## config.mk

```make
export PLATFORM = sky130hd
export DESIGN_NAME = logic_result_fifo
export DESIGN_NICKNAME = d
export VERILOG_FILES = /design/src/rtl/logic_result_fifo.sv
export SDC_FILE = /design/constraint.sdc
export NUM_CORES = 1
export LEC_CHECK = 0
export CAP_MARGIN = 20
export CORE_ASPECT_RATIO = 1.4
export CORE_MARGIN = 3
export CORE_UTILIZATION = 45
export DETAILED_ROUTE_END_ITERATION = 8
export GPL_TIMING_DRIVEN = 0
export HOLD_SLACK_MARGIN = 0.03
export PLACE_DENSITY_LB_ADDON = 0.05
export SKIP_CTS_REPAIR_TIMING = 1
export SYNTH_ARGS = -nofsm -noshare
export SYNTH_HDL_FRONTEND = slang
export SYNTH_SLANG_ARGS = --single-unit
```

## constraint.sdc

```tcl
create_clock -name clk -period 10.3 [get_ports clk]
set_clock_uncertainty 0.2 [all_clocks]
set_input_delay 1.545 -clock clk [delete_from_list [all_inputs] [get_ports clk]]
set_output_delay 1.545 -clock clk [all_outputs]
set_load 0.02 [all_outputs]
```

## src/rtl/logic_result_fifo.sv

```systemverilog
// logic_result_fifo: output-side buffer behind the pipelined logic unit.
// Absorbs the unit's unthrottled result stream and hands words to a consumer
// over valid/ready. Raises almost_full early enough for the issuer to stop
// before data can be lost. Words arriving with no free slot are dropped, and a
// sticky overflow flag records the loss.
//
// Ports:
//   clk, rst          - clock; asynchronous active-high reset
//   v_in, d_in        - result valid/data from the logic unit (no backpressure)
//   m_valid, m_data   - head word to consumer; m_data is 0 while m_valid=0
//   m_ready           - consumer accepts the head word
//   count             - occupancy, 0..DEPTH
//   almost_full       - count >= DEPTH-AFULL_MARGIN
//   overflow          - sticky flag: a valid word was dropped
//   clr_overflow      - synchronous clear of overflow (a same-cycle drop wins)
module logic_result_fifo #(
  parameter int unsigned WIDTH        = 32,
  parameter int unsigned DEPTH        = 8,
  parameter int unsigned AFULL_MARGIN = 3
) (
  input  logic                     clk,
  input  logic                     rst,
  input  logic                     v_in,
  input  logic [WIDTH-1:0]         d_in,
  output logic                     m_valid,
  output logic [WIDTH-1:0]         m_data,
  input  logic                     m_ready,
  output logic [$clog2(DEPTH):0]   count,
  output logic                     almost_full,
  output logic                     overflow,
  input  logic                     clr_overflow
);

  localparam int unsigned PW          = $clog2(DEPTH);
  localparam int unsigned CW          = PW + 1;
  localparam int unsigned AFULL_LEVEL = DEPTH - AFULL_MARGIN;

  logic [WIDTH-1:0] mem [DEPTH];

  logic [PW-1:0]    wr_ptr_q, wr_ptr_d;
  logic [PW-1:0]    rd_ptr_q, rd_ptr_d;
  logic [CW-1:0]    count_q, count_d;
  logic             valid_q, valid_d;
  logic [WIDTH-1:0] head_q, head_d;
  logic             afull_q, afull_d;
  logic             ovf_q, ovf_d;

  logic             push, pop, drop;

  // Handshake decode, pointer/occupancy/flag next-state.
  always_comb begin
    pop      = valid_q & m_ready;
    // A pop at full frees the slot this edge, so the incoming word still fits.
    push     = v_in & ((count_q != CW'(DEPTH)) | pop);
    drop     = v_in & ~push;

    wr_ptr_d = wr_ptr_q;
    rd_ptr_d = rd_ptr_q;
    count_d  = count_q;
    ovf_d    = ovf_q;

    if (push) wr_ptr_d = wr_ptr_q + PW'(1);
    if (pop)  rd_ptr_d = rd_ptr_q + PW'(1);

    unique case ({push, pop})
      2'b10:   count_d = count_q + CW'(1);
      2'b01:   count_d = count_q - CW'(1);
      default: count_d = count_q;
    endcase

    if (drop)              ovf_d = 1'b1;
    else if (clr_overflow) ovf_d = 1'b0;

    valid_d = (count_d != CW'(0));
    afull_d = (count_d >= CW'(AFULL_LEVEL));

    // Registered head: the next head is the word being written this edge when
    // the read pointer lands on the current write slot (empty, or one entry
    // popped while pushing); otherwise it is already in the array.
    head_d = '0;
    if (valid_d) begin
      if (push && (rd_ptr_d == wr_ptr_q)) head_d = d_in;
      else                                head_d = mem[rd_ptr_d];
    end
  end

  // Control state.
  always_ff @(posedge clk or posedge rst) begin
    if (rst) begin
      wr_ptr_q <= '0;
      rd_ptr_q <= '0;
      count_q  <= '0;
      valid_q  <= 1'b0;
      head_q   <= '0;
      afull_q  <= 1'b0;
      ovf_q    <= 1'b0;
    end else begin
      wr_ptr_q <= wr_ptr_d;
      rd_ptr_q <= rd_ptr_d;
      count_q  <= count_d;
      valid_q  <= valid_d;
      head_q   <= head_d;
      afull_q  <= afull_d;
      ovf_q    <= ovf_d;
    end
  end

  // Storage array, intentionally not reset.
  always_ff @(posedge clk) begin
    if (push) mem[wr_ptr_q] <= d_in;
  end

  assign m_valid     = valid_q;
  assign m_data      = head_q;
  assign count       = count_q;
  assign almost_full = afull_q;
  assign overflow    = ovf_q;

endmodule

```

==> impl_metrics.json <==
{
  "status": "completed",
  "ios": 76,
  "syn_area_mm2": 0.0121,
  "grt_pass1_wl_mm": 41.7,
  "r2r_end": "m_data[12]",
  "overflow": 0,
  "synth_compound_area_share_pct": 4.14,
  "fp-row-count": 70,
  "nets": 799,
  "finalHoldViolations": 0,
  "viasPerCell": 5.41,
  "core_area_mm2": 0.0264,
  "clk_pin_slew_ps": 60,
  "cts_max_level": 1,
  "p_total_uw": 4840,
  "slew_violations": 0,
  "synth_nets": 668,
  "wire_per_inst_um": 24.4,
  "synth_top_family_by_area": "multiplexers",
  "synthFlopType": "edfxtp_1",
  "portBuffers": 75,
  "synth_cell_type_count": 48,
  "min-delay-start": "overflow",
  "synth_xor_area_share_pct": 0.826,
  "root_buffer": "clkbuf_16",
  "clk_latency_ps": 540,
  "finalCriticalPeriod_ps": 4130,
  "crit_end": "mem[1][17]",
  "fmax_mhz": 242,
  "final.period_utilization_pct": 40.1,
  "slowest_stage": "nor3_2",
  "worst_slew_pin_slew_ps": 1040,
  "grt_max_degree": 27,
  "layout-area-overhead-vs-synth_pct": 21.3,
  "die_x_um": 145,
  "endpoint_kind": "flip-flop",
  "reg2reg_slack_ps": 7200,
  "timing.setup.tns_ps": 0,
  "drc": 0,
  "numCtsBuffers": 30,
  "drive_gt1_share_pct": 22.9,
  "vdd_drop_max_mv": 0.140,
  "yosysSeqAreaShare_pct": 72.7,
  "cpMostUsedCell": "buf_6",
  "detail_route.iter0.violations": 392,
  "post-dp-hpwl_mm": 18.2,
  "clock_sinks": 301,
  "grt_pass1_vias": 6732,
  "synthAdderAreaFrac_pct": 0.310,
  "wl_mm": 27.9,
  "worstPathMaxFanout": 9,
  "crit_required_ps": 10350,
  "synth_mux_area_share_pct": 16.6,
  "grt.total_usage_pct": 19.4,
  "setup_viol": 0,
  "dieArea_mm2": 0.0290,
  "first_pass_iters": 4,
  "cp_slowest_stage_delay_ps": 710,
  "utilization_pct": 55.8,
  "yosys_warnings": 0,
  "slew_headroom_pct": 30.2,
  "hp-class": "reg2reg",
  "cts_buffer_depth": 3,
  "synth-simple-area-share_pct": 2.92,
  "reg2regPathDepth": 7,
  "antenna_found_initial": 0,
  "ys_async_sr_fraction_pct": 15.0,
  "cp-startpoint": "m_ready",
  "synth.ff_latch_count": 301,
  "syn_inst": 628,
  "start_util_pct": 46.0,
  "whs_ps": 340,
  "fp.dieH_um": 200,
  "synth_edf_count": 256,
  "rsz0062_at_grt": "false",
  "gp_congestion": 0.755,
  "critPathLaunchType": "input port",
  "diodes": 0,
  "min_delay_path_depth": 2,
  "cts_tree": "done",
  "timing.rr.start": "rd_ptr_q[0]",
  "maxCapViolCount": 0,
  "crit_type": "in2reg",
  "num_vias": 6178,
  "path_cells": "clkdlybuf4s50_1 -> and2_1 -> buf_6 -> o21a_1 -> nand2_1 -> nor3_2 -> buf_6 -> buf_6 -> buf_6",
  "critPathArrivalTime_ps": 4180,
  "p_leak_uw": 0.00526,
  "power_density_mw_per_mm2": 329,
  "syn_avg_cell_area_um2": 19.3,
  "ant_nets": 0
}
==> synth_stat cells, types with 2 or more instances <==
master | n | area [um^2]
dfrtp_1 | 45 | 1130
a211oi_1 | 3 | 22.5
and2_1 | 2 | 12.5
nand3_1 | 3 | 15.0
xnor2_1 | 5 | 43.8
mux2i_1 | 128 | 1280
o21ai_0 | 3 | 15.0
buf_2 | 7 | 35.0
ha_1 | 3 | 37.5
nor3_1 | 37 | 185
nand2_1 | 6 | 22.5
a211oi_2 | 29 | 363
xor2_1 | 2 | 17.5
nor2_1 | 5 | 18.8
buf_6 | 5 | 56.3
a21bo_2 | 2 | 20.0
edfxtp_1 | 256 | 7690
inv_2 | 2 | 7.51
mux4_2 | 32 | 721
inv_1 | 4 | 15.0
clkbuf_1 | 3 | 11.3
a21oi_1 | 2 | 10.0
dlygate4sd1_1 | 8 | 70.1
buf_4 | 12 | 90.1
==> state kept, by name, summed over array words and instances (netlist names) <==
name,flops
overflow,1
count,4
m_valid,1
m_data,32
almost_full,1
wr_ptr_q,3
rd_ptr_q,3
mem,256
==> worst max-delay path, delay by kind of cell <==
kind	cells	cell delay [ps]
AND/OR/NAND/NOR	3	1130
AO/OA/AOI/OAI	1	230
buffers and inverters	5	1260
==> placed cells by master (no fill, tap or decap), drive strengths merged, types with 2 or more instances in the layout <==
cell type        n
xnor2            6
mux4            32
a211oi          33
nand2            6
buf             48
edfxtp         256
inv              7
and2             3
o21ai            3
a21oi            2
a21bo            2
clkinv           9
dfrtp           45
nand3            3
clkbuf          45
xor2             2
nor3            37
nor2             5
clkdlybuf4s50   75
dlygate4sd1      8
ha               3
bufinv           5
mux2i          128
==> metrics by stage <==
step / worst slack [ps] / std cells / area, um^2
after floorplan: 4520 / 628 / 12100
after global placement: 172 / 1063 / 13300
after detailed placement: 5590 / 1087 / 13700
after CTS: 6170 / 1143 / 14700
after global routing: 6030 / 1143 / 14700
final: 6170 / 1143 / 14700
==> report_power, final <==
| group | internal [uW] | leakage (uW) | switching, uW |
|---|---|---|---|
| clock network | 698 | 0.000520 | 440 |
| logic | 943 | 0.00189 | 1100 |
| registers | 1580 | 0.00285 | 75.0 |
==> worst min path at each step <==
| stage | endpoint | slack (ps) |
|---|---|---|
| after floorplan | wr_ptr_q[1] | 370 |
| after global placement | overflow | 320 |
| after detailed placement | overflow | 340 |
| after CTS | overflow | 350 |
| after global routing | overflow | 370 |
| final | overflow | 340 |
==> per-layer routing <==
metal / global-route usage (%) / share of wire, %
met4: 5.37 / 2.3
met2: 34.7 / 54
met5: 0 / 0
met1: 24.8 / 40
met3: 2.36 / 4.0
==> area by class of cell <==
cell class,count,area (um^2)
fill,2029,11700
sequential,301,8810
multi-input combinational,284,3060
timing repair buffer,99,1040
clock buffer,42,847
tap,360,450
buffer,36,275
clock inverter,14,199
inverter,7,26.3
==> cell families after synthesis <==
kind of cell | Yosys count
flip-flops | 301
multiplexers | 161
AND/OR/NAND/NOR | 65
AO/OA/AOI/OAI | 46
buffers and inverters | 43
XOR/XNOR | 9
adder cells (fa/ha/maj) | 3
Power figures use the tool's default switching activity.
